[src/rtl/vdp_sprite_pkg.sv]
// Shared constants and types for the sprite-mode-2 per-line attribute scanner.
// Holds the SAT terminator value, scan limits and the scanner state encoding.
package vdp_sprite_pkg;

  localparam int MAX_SPRITES = 8;
  localparam int PLANES      = 32;
  localparam logic [7:0] SAT_TERMINATOR_Y = 8'd216;

  typedef enum logic [2:0] {
    ST_IDLE,
    ST_REQ,
    ST_WAIT,
    ST_EVAL,
    ST_DONE
  } state_t;

  // Y byte of a plane lives at the first byte of its 4-byte SAT entry.
  function automatic logic [16:0] sat_y_addr(input logic [9:0] base, input logic [4:0] plane);
    return {base, plane, 2'b00};
  endfunction

endpackage

[src/rtl/vdp_sprite_ycompare.sv]
// Vertical hit test for one sprite plane: decides whether the display line
// crosses the sprite and which pattern row (after magnify) it lands on.
module vdp_sprite_ycompare (
  input  logic [7:0] y,
  input  logic [7:0] line_y,
  input  logic       sp_16x16,
  input  logic       sp_magnify,
  output logic       hit,
  output logic [3:0] row
);

  logic [7:0] off;
  logic [5:0] size;

  // Sprites start one line below their Y; 8-bit wrap makes Y=255 cover line 0.
  always_comb begin
    off  = line_y - y - 8'd1;
    size = sp_16x16 ? 6'd16 : 6'd8;
    if (sp_magnify) size = {size[4:0], 1'b0};
    hit  = (off < {2'b00, size});
    row  = sp_magnify ? off[4:1] : off[3:0];
  end

endmodule

[src/rtl/vdp_sprite_select.sv]
// Per-line SAT Y scanner: reads plane Y bytes from VRAM, emits up to MAX_SPRITES
// visible planes to pattern fetch, and maintains the S#0 5S flag and plane number.
module vdp_sprite_select
  import vdp_sprite_pkg::*;
#(
  parameter int MAX_SPRITES = vdp_sprite_pkg::MAX_SPRITES,
  parameter int PLANES      = vdp_sprite_pkg::PLANES
) (
  input  logic        clk,
  input  logic        reset_n,
  input  logic        line_start,
  input  logic [7:0]  line_y,
  input  logic        reg_sp_disable,
  input  logic        reg_sp_16x16,
  input  logic        reg_sp_magnify,
  input  logic [9:0]  reg_sat_base,
  output logic        vram_req,
  output logic [16:0] vram_address,
  input  logic        vram_ack,
  input  logic        vram_rdata_en,
  input  logic [7:0]  vram_rdata,
  output logic        sel_we,
  output logic [2:0]  sel_index,
  output logic [4:0]  sel_plane,
  output logic [3:0]  sel_row,
  output logic        scan_done,
  output logic [3:0]  sel_count,
  input  logic        status_clear,
  output logic        status_5s,
  output logic [4:0]  status_plane,
  output state_t      dbg_state
);

  // VRAM handshake: vram_req stays high with a stable address until the cycle
  // vram_ack is seen; exactly one vram_rdata_en pulse follows, at least one
  // cycle later. Only one read is ever outstanding.

  state_t     state, state_nxt;
  logic [4:0] plane, plane_nxt;
  logic [3:0] count, count_nxt;
  logic [7:0] y_q;
  logic [7:0] line_y_q;
  logic       sp_16x16_q, sp_magnify_q;
  logic [9:0] sat_base_q;
  logic       cur_tag, rd_tag, rd_pending;
  logic       data_take;
  logic       hit;
  logic [3:0] row;
  logic       stop, set_5s, eval_upd;

  vdp_sprite_ycompare u_ycompare (
    .y          (y_q),
    .line_y     (line_y_q),
    .sp_16x16   (sp_16x16_q),
    .sp_magnify (sp_magnify_q),
    .hit        (hit),
    .row        (row)
  );

  // A read acked under an older line tag is drained but never evaluated.
  assign data_take = (state == ST_WAIT) && vram_rdata_en && rd_pending && (rd_tag == cur_tag);

  always_comb begin
    state_nxt = state;
    plane_nxt = plane;
    count_nxt = count;
    sel_we    = 1'b0;
    set_5s    = 1'b0;
    eval_upd  = 1'b0;
    stop      = 1'b0;
    case (state)
      ST_IDLE: ;
      ST_REQ:  if (vram_req && vram_ack) state_nxt = ST_WAIT;
      ST_WAIT: if (data_take) state_nxt = ST_EVAL;
      ST_EVAL: begin
        eval_upd = 1'b1;
        if (y_q == SAT_TERMINATOR_Y) begin
          stop = 1'b1;
        end else if (hit) begin
          if (count < 4'(MAX_SPRITES)) begin
            sel_we    = 1'b1;
            count_nxt = count + 4'd1;
          end else begin
            set_5s = !status_5s;
            stop   = 1'b1;
          end
        end
        if (plane == 5'(PLANES - 1)) stop = 1'b1;
        if (stop) begin
          state_nxt = ST_DONE;
        end else begin
          plane_nxt = plane + 5'd1;
          state_nxt = ST_REQ;
        end
      end
      ST_DONE: state_nxt = ST_IDLE;
      default: state_nxt = ST_IDLE;
    endcase
    if (line_start) begin
      sel_we    = 1'b0;
      set_5s    = 1'b0;
      eval_upd  = 1'b0;
      plane_nxt = 5'd0;
      count_nxt = 4'd0;
      state_nxt = reg_sp_disable ? ST_DONE : ST_REQ;
    end
  end

  always_ff @(posedge clk or negedge reset_n) begin
    if (!reset_n) begin
      state        <= ST_IDLE;
      plane        <= 5'd0;
      count        <= 4'd0;
      y_q          <= 8'd0;
      line_y_q     <= 8'd0;
      sp_16x16_q   <= 1'b0;
      sp_magnify_q <= 1'b0;
      sat_base_q   <= 10'd0;
      cur_tag      <= 1'b0;
      rd_tag       <= 1'b0;
      rd_pending   <= 1'b0;
      sel_count    <= 4'd0;
      status_5s    <= 1'b0;
      status_plane <= 5'd0;
    end else begin
      state <= state_nxt;
      plane <= plane_nxt;
      count <= count_nxt;
      if (line_start) begin
        line_y_q     <= line_y;
        sp_16x16_q   <= reg_sp_16x16;
        sp_magnify_q <= reg_sp_magnify;
        sat_base_q   <= reg_sat_base;
        cur_tag      <= ~cur_tag;
      end
      if (vram_req && vram_ack) begin
        rd_pending <= 1'b1;
        rd_tag     <= cur_tag;
      end else if (vram_rdata_en && rd_pending) begin
        rd_pending <= 1'b0;
      end
      if (data_take) y_q <= vram_rdata;
      if (state_nxt == ST_DONE) sel_count <= count_nxt;
      if (set_5s) begin
        status_5s    <= 1'b1;
        status_plane <= plane;
      end else begin
        if (status_clear) status_5s <= 1'b0;
        if (eval_upd && !status_5s) status_plane <= plane;
      end
    end
  end

  // Request is withheld while a stale read from an aborted scan is draining.
  assign vram_req     = (state == ST_REQ) && !rd_pending;
  assign vram_address = sat_y_addr(sat_base_q, plane);
  assign sel_index    = sel_we ? count[2:0] : 3'd0;
  assign sel_plane    = sel_we ? plane : 5'd0;
  assign sel_row      = sel_we ? row : 4'd0;
  assign scan_done    = (state == ST_DONE);
  assign dbg_state    = state;

endmodule
[config.mk]
export PLATFORM = sky130hd
export DESIGN_NAME = vdp_sprite_select
export DESIGN_NICKNAME = d
export VERILOG_FILES = /design/src/rtl/vdp_sprite_pkg.sv /design/src/rtl/vdp_sprite_ycompare.sv /design/src/rtl/vdp_sprite_select.sv
export SDC_FILE = /design/constraint.sdc
export NUM_CORES = 1
export LEC_CHECK = 0
export ABC_CLOCK_PERIOD_IN_PS = 3400
export CORE_UTILIZATION = 29
export DETAILED_ROUTE_END_ITERATION = 7
export PLACE_DENSITY = 0.6
export REMOVE_ABC_BUFFERS = 1
export SETUP_SLACK_MARGIN = 0.02
export SLEW_MARGIN = 15
export SYNTH_ARGS = -nofsm -noshare
export SYNTH_HDL_FRONTEND = slang
export SYNTH_SLANG_ARGS = --single-unit
[constraint.sdc]
create_clock -name clk -period 3.4 [get_ports clk]
set_input_delay 0.34 -clock clk [delete_from_list [all_inputs] [get_ports clk]]
set_output_delay 0.34 -clock clk [all_outputs]
set_load 0.02 [all_outputs]
# Word level (Yosys, flattened, before mapping)
# Cells that the tools add are included.
dict set report op_classes {
  add_sub_neg 4
  order_cmp 2
  n_eq_ne 9
  muxes 43
  bitwise 1
  reduce_logical 15
}
# cell n
set ops {}
lappend ops {{$mux W5} 7}
lappend ops {{$mux W4} 7}
lappend ops {{$mux W1} 21}
lappend ops {{$mux W3} 6}
lappend ops {{$pmux W3 S4} 1}
lappend ops {{$eq A8 B8 Y1 const B} 1}
lappend ops {{$lt A8 B6 Y1} 1}
lappend ops {{$reduce_bool A2 Y1} 4}
lappend ops {{$sub A8 B1 Y8 const B} 1}
lappend ops {{$sub A8 B8 Y8} 1}
lappend ops {{$logic_and A1 B1 Y1} 7}
lappend ops {{$eq A3 B2 Y1 const B} 2}
lappend ops {{$eq A3 B3 Y1 const B} 2}
lappend ops {{$mux W6} 1}
lappend ops {{$add A5 B1 Y5 const B} 1}
lappend ops {{$eq A5 B5 Y1 const B} 1}
lappend ops {{$add A4 B1 Y4 const B} 1}
lappend ops {{$lt A4 B4 Y1 const B} 1}
lappend ops {{$eq A3 B1 Y1 const B} 1}
lappend ops {{$logic_not A3 Y1} 1}
lappend ops {{$logic_not A1 Y1} 2}
lappend ops {{$ne A2 B2 Y1 const B} 1}
lappend ops {{$reduce_and A2 Y1} 1}
lappend ops {{$eq A1 B1 Y1} 1}
lappend ops {{$not A1 Y1} 1}
dict set report totals {
  reg_bits 53
  output_inout_bits 45
  elab_cells 88
}

# Depth between registers and ports, before layout
dict set report logic_depth {
  ltp_word 11
  mapped_depth 15
  mapped_depth_nobuf 15
}

# Modules after synthesis
# A second synthesis with hierarchy kept.
dict set report hier_totals {
  hier_cells 246
  area_unflattened_um2 2862.7
}
# mod instances cells_each area_each_um2 seq_area_each_um2
set modules_own_cells {}
lappend modules_own_cells {vdp_sprite_select 1 178 2371.0 1326.3}
lappend modules_own_cells {vdp_sprite_ycompare 1 68 491.7 0.0}

# Worst setup path before layout
# No wires, ideal clock.
dict set report synth_path {
  path_type {register -> output}
  startpoint {reg y_q[0]}
  endpoint {out sel_row[0]}
  arrival_ps 3189
  path_slack_ps -129
  stages_incl_launch_ff 16
  n_path_buf 1
  cell_sequence {dfrtp_1 > inv_1 > ha_1 > inv_1 > fa_1 > or2b_1 > a21oi_1 > nor2_1 > xnor2_1 > ha_1 > nand3_1 > o31a_1 > o221ai_1 > nor3_1 > clkbuf_1 > o211a_1}
}
dict set report synth_via {
  elab_chain_len 8
  word_cells_on_any_way 10
}
# item line_no
set synth_rtl {}
lappend synth_rtl {{start, declared} vdp_sprite_select.sv:41} ;# logic [7:0] y_q;
lappend synth_rtl {{start signal, assigned} vdp_sprite_select.sv:142} ;# if (data_take) y_q <= vram_rdata;
lappend synth_rtl {{$sub A8 B8 Y8} vdp_sprite_ycompare.sv:17} ;# off = line_y - y - 8'd1;
lappend synth_rtl {{$sub A8 B1 Y8} vdp_sprite_ycompare.sv:17}
lappend synth_rtl {{$lt A8 B6 Y1} vdp_sprite_ycompare.sv:20} ;# hit = (off < {2'b00, size});
lappend synth_rtl {{$mux W1} vdp_sprite_select.sv:79} ;# end else if (hit) begin
lappend synth_rtl {{$mux W1 *} vdp_sprite_select.sv:77} ;# if (y_q == SAT_TERMINATOR_Y) begin
lappend synth_rtl {{$mux W1 *} vdp_sprite_select.sv:71} ;# case (state)
lappend synth_rtl {{$mux W1 *} vdp_sprite_select.sv:99} ;# if (line_start) begin
lappend synth_rtl {{net sel_we} vdp_sprite_select.sv:22} ;# output logic sel_we,
lappend synth_rtl {{$mux W4 *} vdp_sprite_select.sv:159} ;# assign sel_row = sel_we ? row : 4'd0;
lappend synth_rtl {{end, declared} vdp_sprite_select.sv:25} ;# output logic [3:0] sel_row,
# The timed path passes the listed nets; every way through them passes the cells marked *.

# Worst setup path after layout
dict set report layout_path {
  startpoint {reg y_q[0]}
  endpoint {out sel_row[0]}
}
dict set report layout_via {
  elab_chain_len 8
  word_cells_on_any_way 10
}
# item line_no
set layout_rtl {}
lappend layout_rtl {{$sub A8 B8 Y8} vdp_sprite_ycompare.sv:17}
lappend layout_rtl {{$sub A8 B1 Y8} vdp_sprite_ycompare.sv:17}
lappend layout_rtl {{$lt A8 B6 Y1} vdp_sprite_ycompare.sv:20}
lappend layout_rtl {{$mux W1} vdp_sprite_select.sv:79}
lappend layout_rtl {{$mux W1} vdp_sprite_select.sv:77}
lappend layout_rtl {{$mux W1} vdp_sprite_select.sv:71}
lappend layout_rtl {{$mux W1} vdp_sprite_select.sv:99}
lappend layout_rtl {{$mux W4 *} vdp_sprite_select.sv:159}
# Mark *: on every way between the ends. The rest lies on a longest branch, timed or not.

==> flow_metrics.env <==
export IMPL_status="finished with violations"
export IMPL_violations="negative setup slack"
export IMPL_cts_buffers_inserted=5
export IMPL_fp_dieArea_um2=10000
export IMPL_setup_viol=16
export IMPL_endpoint_kind="output port"
export IMPL_power_total_mw=1.63
export IMPL_tightest_slew_ns=0.886
export IMPL_gp_congestion=0.777
export IMPL_maxSlewViolCount=0
export IMPL_drc=0
export IMPL_cp_arrival_ns=3.28
export IMPL_die_w_um=100
export IMPL_synth_area_leader_cell="dfrtp_1"
export IMPL_period_share_pct=106
export IMPL_p_per_area_nw_per_um2=401
export IMPL_place_ws_ns=-0.485
export IMPL_p_int_mw=1.12
export IMPL_cts_sinks=53
export IMPL_grt_max_degree=33
export IMPL_comb_power_share_pct=33.1
export IMPL_ys_seq_area_share_pct=47.4
export IMPL_yosys_most_used_dff="dfrtp_1"
export IMPL_swShare_pct=31.6
export IMPL_synth_top_area_share_pct=47.4
export IMPL_grt_overflow_total=0
export IMPL_async_reset_ff_share_pct=100
export IMPL_pwr_share_seq_pct=44.6
export IMPL_p_switching_mw=0.516
export IMPL_synthesis_area_um2=2800
export IMPL_start_util_pct=30.1
export IMPL_tritoncts="done"
export IMPL_layout_nets=414
export IMPL_drt_wl_total_um=6740
export IMPL_clk_pin_slew_ns=0.10
export IMPL_num_rows=35
export IMPL_final_core_util_pct=43.8
export IMPL_insertedDiodeCount=0
export IMPL_area_delta_synth_final_pct=45.3
export IMPL_grt_usage_pct=14.3
export IMPL_place_area_um2=3840
export IMPL_cts_root_buf="clkbuf_8"
export IMPL_io_pins=80
export IMPL_die_h_um=100
export IMPL_grt_antenna_before_repair=0
export IMPL_port_buffers=77
export IMPL_core_area_um2=9280
export IMPL_critPathKind="reg -> out"
export IMPL_first_global_vias=2216
export IMPL_synth_seq_cells=53
export IMPL_fin_area_um2=4070
export IMPL_syn_inst=261
export IMPL_ant_nets=0
export IMPL_drive_gt1_share_pct=26.6
export IMPL_rsz0062_at_grt="true"
export IMPL_numPlacedInstances=481
export IMPL_whs_ns=0.373
export IMPL_drtIter0Drc=105
export IMPL_path_max_fanout=6
export IMPL_worst_slack_ns=-0.220
export IMPL_crit_path_start_kind="flip-flop"
export IMPL_cts_max_level=2
export IMPL_finalHoldViolations=0
export IMPL_grt_pass1_wl_um=11200
export IMPL_synth_distinct_cells=47
export IMPL_drt_pass1_iter_count=4
export IMPL_pwr_share_clk_pct=22.3
export IMPL_fmax_ghz=0.276
export IMPL_cts_path_max_buffers=2
export IMPL_maxSlewHeadroom_pct=40.5
export IMPL_yosysWarnings=0
export IMPL_min_path_type="in -> reg"
export IMPL_synth_edf_count=0
export IMPL_hpwlAfterDp_um=5090
export IMPL_cap_violations=0
export IMPL_p_leak_nw=1.80
export IMPL_route_vias_total=2258
export IMPL_fin_cells=494
export IMPL_clk_latency_ns=0.31
export IMPL_period_minus_slack_ns=3.62
export IMPL_timing_setup_tns_ns=-2.29
export IMPL_skew_ns=0.00739
export IMPL_avgSynthCellArea_um2=10.7
export IMPL_ir_drop_mv=0.149
export IMPL_crit_required_ns=3.06
export IMPL_wire_per_inst_um=13.6
export IMPL_synth_area_leaders="dfrtp_1, mux2_2, ha_1"
export IMPL_vias_per_cell=4.57
layout make-up:
class / instances / area, µm²
multi-input combinational: 177 / 1430
clock inverter: 2 / 13.8
timing repair buffer: 103 / 972
sequential: 53 / 1330
inverter: 24 / 90.1
fill: 918 / 5220
tap: 129 / 161
clock buffer: 6 / 72.6
cell families after synthesis:
kind of cell | share of synthesized area [%]
mux | 12.3
simple gates | 13.7
other cells | 0.134
fa+ha+maj | 6.98
compound gates | 12.1
flops | 47.4
buf+inv | 4.56
xor+xnor | 2.82
power by group through the flow:
stage	registers [mW]	logic (mW)	clock network, mW
after floorplan	0.752	0.270	0
after global placement	0.738	0.498	0
after detailed placement	0.741	0.508	0
after CTS	0.729	0.531	0.376
after global routing	0.737	0.597	0.405
final	0.728	0.539	0.364
layout by cell type (no fill, tap or decap), drive strengths merged, types with 3 or more instances in the layout:
| cell | Yosys | layout |
|---|---|---|
| and4 | 3 | 3 |
| mux2i | 4 | 4 |
| inv | 24 | 25 |
| o21ai | 13 | 13 |
| clkbuf | 5 | 6 |
| a21oi | 13 | 13 |
| nor2 | 15 | 15 |
| o21a | 4 | 4 |
| nor4 | 5 | 5 |
| ha | 14 | 14 |
| xor2 | 3 | 3 |
| and2 | 7 | 7 |
| buf | 3 | 40 |
| mux2 | 27 | 27 |
| dfrtp | 53 | 53 |
| clkdlybuf4s50 | 0 | 62 |
| xnor2 | 6 | 6 |
| nand2 | 20 | 20 |
| nand3 | 7 | 7 |
| o31ai | 3 | 3 |
| nor3 | 4 | 4 |
repair_timing:
action / CTS / global route
hold buffers: 1 / 0
setup endpoints to repair: 21 / 23
pin swaps: 10 / 6
buffers inserted: 1 / 4
gates resized for setup: 85 / 17
cloned: 1 / 0
hold endpoints to repair: 5 / 0
cells in the mapped netlist, types with 2 or more instances:
master and count:
a21oi_1 13, and2_1 7, and4_1 3, buf_4 2, clkbuf_1 5, dfrtp_1 53
ha_1 14, inv_1 24, mux2_2 26, mux2i_1 4, nand2_1 20, nand3_1 7
nand4_1 2, nor2_1 15, nor2b_1 2, nor3_1 4, nor4_1 4, o21a_1 4
o21ai_0 13, o31a_1 2, o31ai_1 3, or2b_1 2, xnor2_1 6, xor2_1 3
flip-flops by register name, summed over array words and instances (netlist names):
name and count:
count 4, cur_tag 1, dbg_state 3, line_y_q 8, plane 5, rd_pending 1, rd_tag 1, sat_base_q 10
sel_count 4, sp_16x16_q 1, sp_magnify_q 1, status_5s 1, status_plane 5, y_q 8
per-layer routing:
metal,track usage (%),wire (µm),vias up
li1,-,-,1116
met1,19.6,3220,1088
met2,22.9,3180,48
met3,2.79,250,6
met4,4.01,76,0
met5,0,0,-
worst paths after layout:
kind / from / end / slack (ns) / cells past startpoint
worst max-delay path: y_q[0] / sel_row[0] / -0.22 / 16
worst min-delay path: line_start / count[0] / 0.37 / 2
worst min register to register: cur_tag / cur_tag / 0.51 / 1
worst max register to register: y_q[0] / plane[3] / -0.05 / 16
max in group asynchronous: reset_n / plane[1] / 2.08 / 3
min in group asynchronous: reset_n / sat_base_q[7] / 0.53 / 2
worst max-delay path, cell delays in order (launching register included):
cell and delay (ns):
dfrtp_1 0.39, inv_2 0.07, ha_4 0.13, inv_2 0.04, fa_2 0.35, or2b_1 0.26
a21oi_2 0.13, nor2_1 0.06, xnor2_1 0.21, ha_1 0.27, nand3_1 0.07, o31a_1 0.16
o221ai_2 0.12, nor3_2 0.20, buf_4 0.21, o211a_1 0.18, buf_6 0.12
No activity file was read; power rests on OpenSTA's default activity.
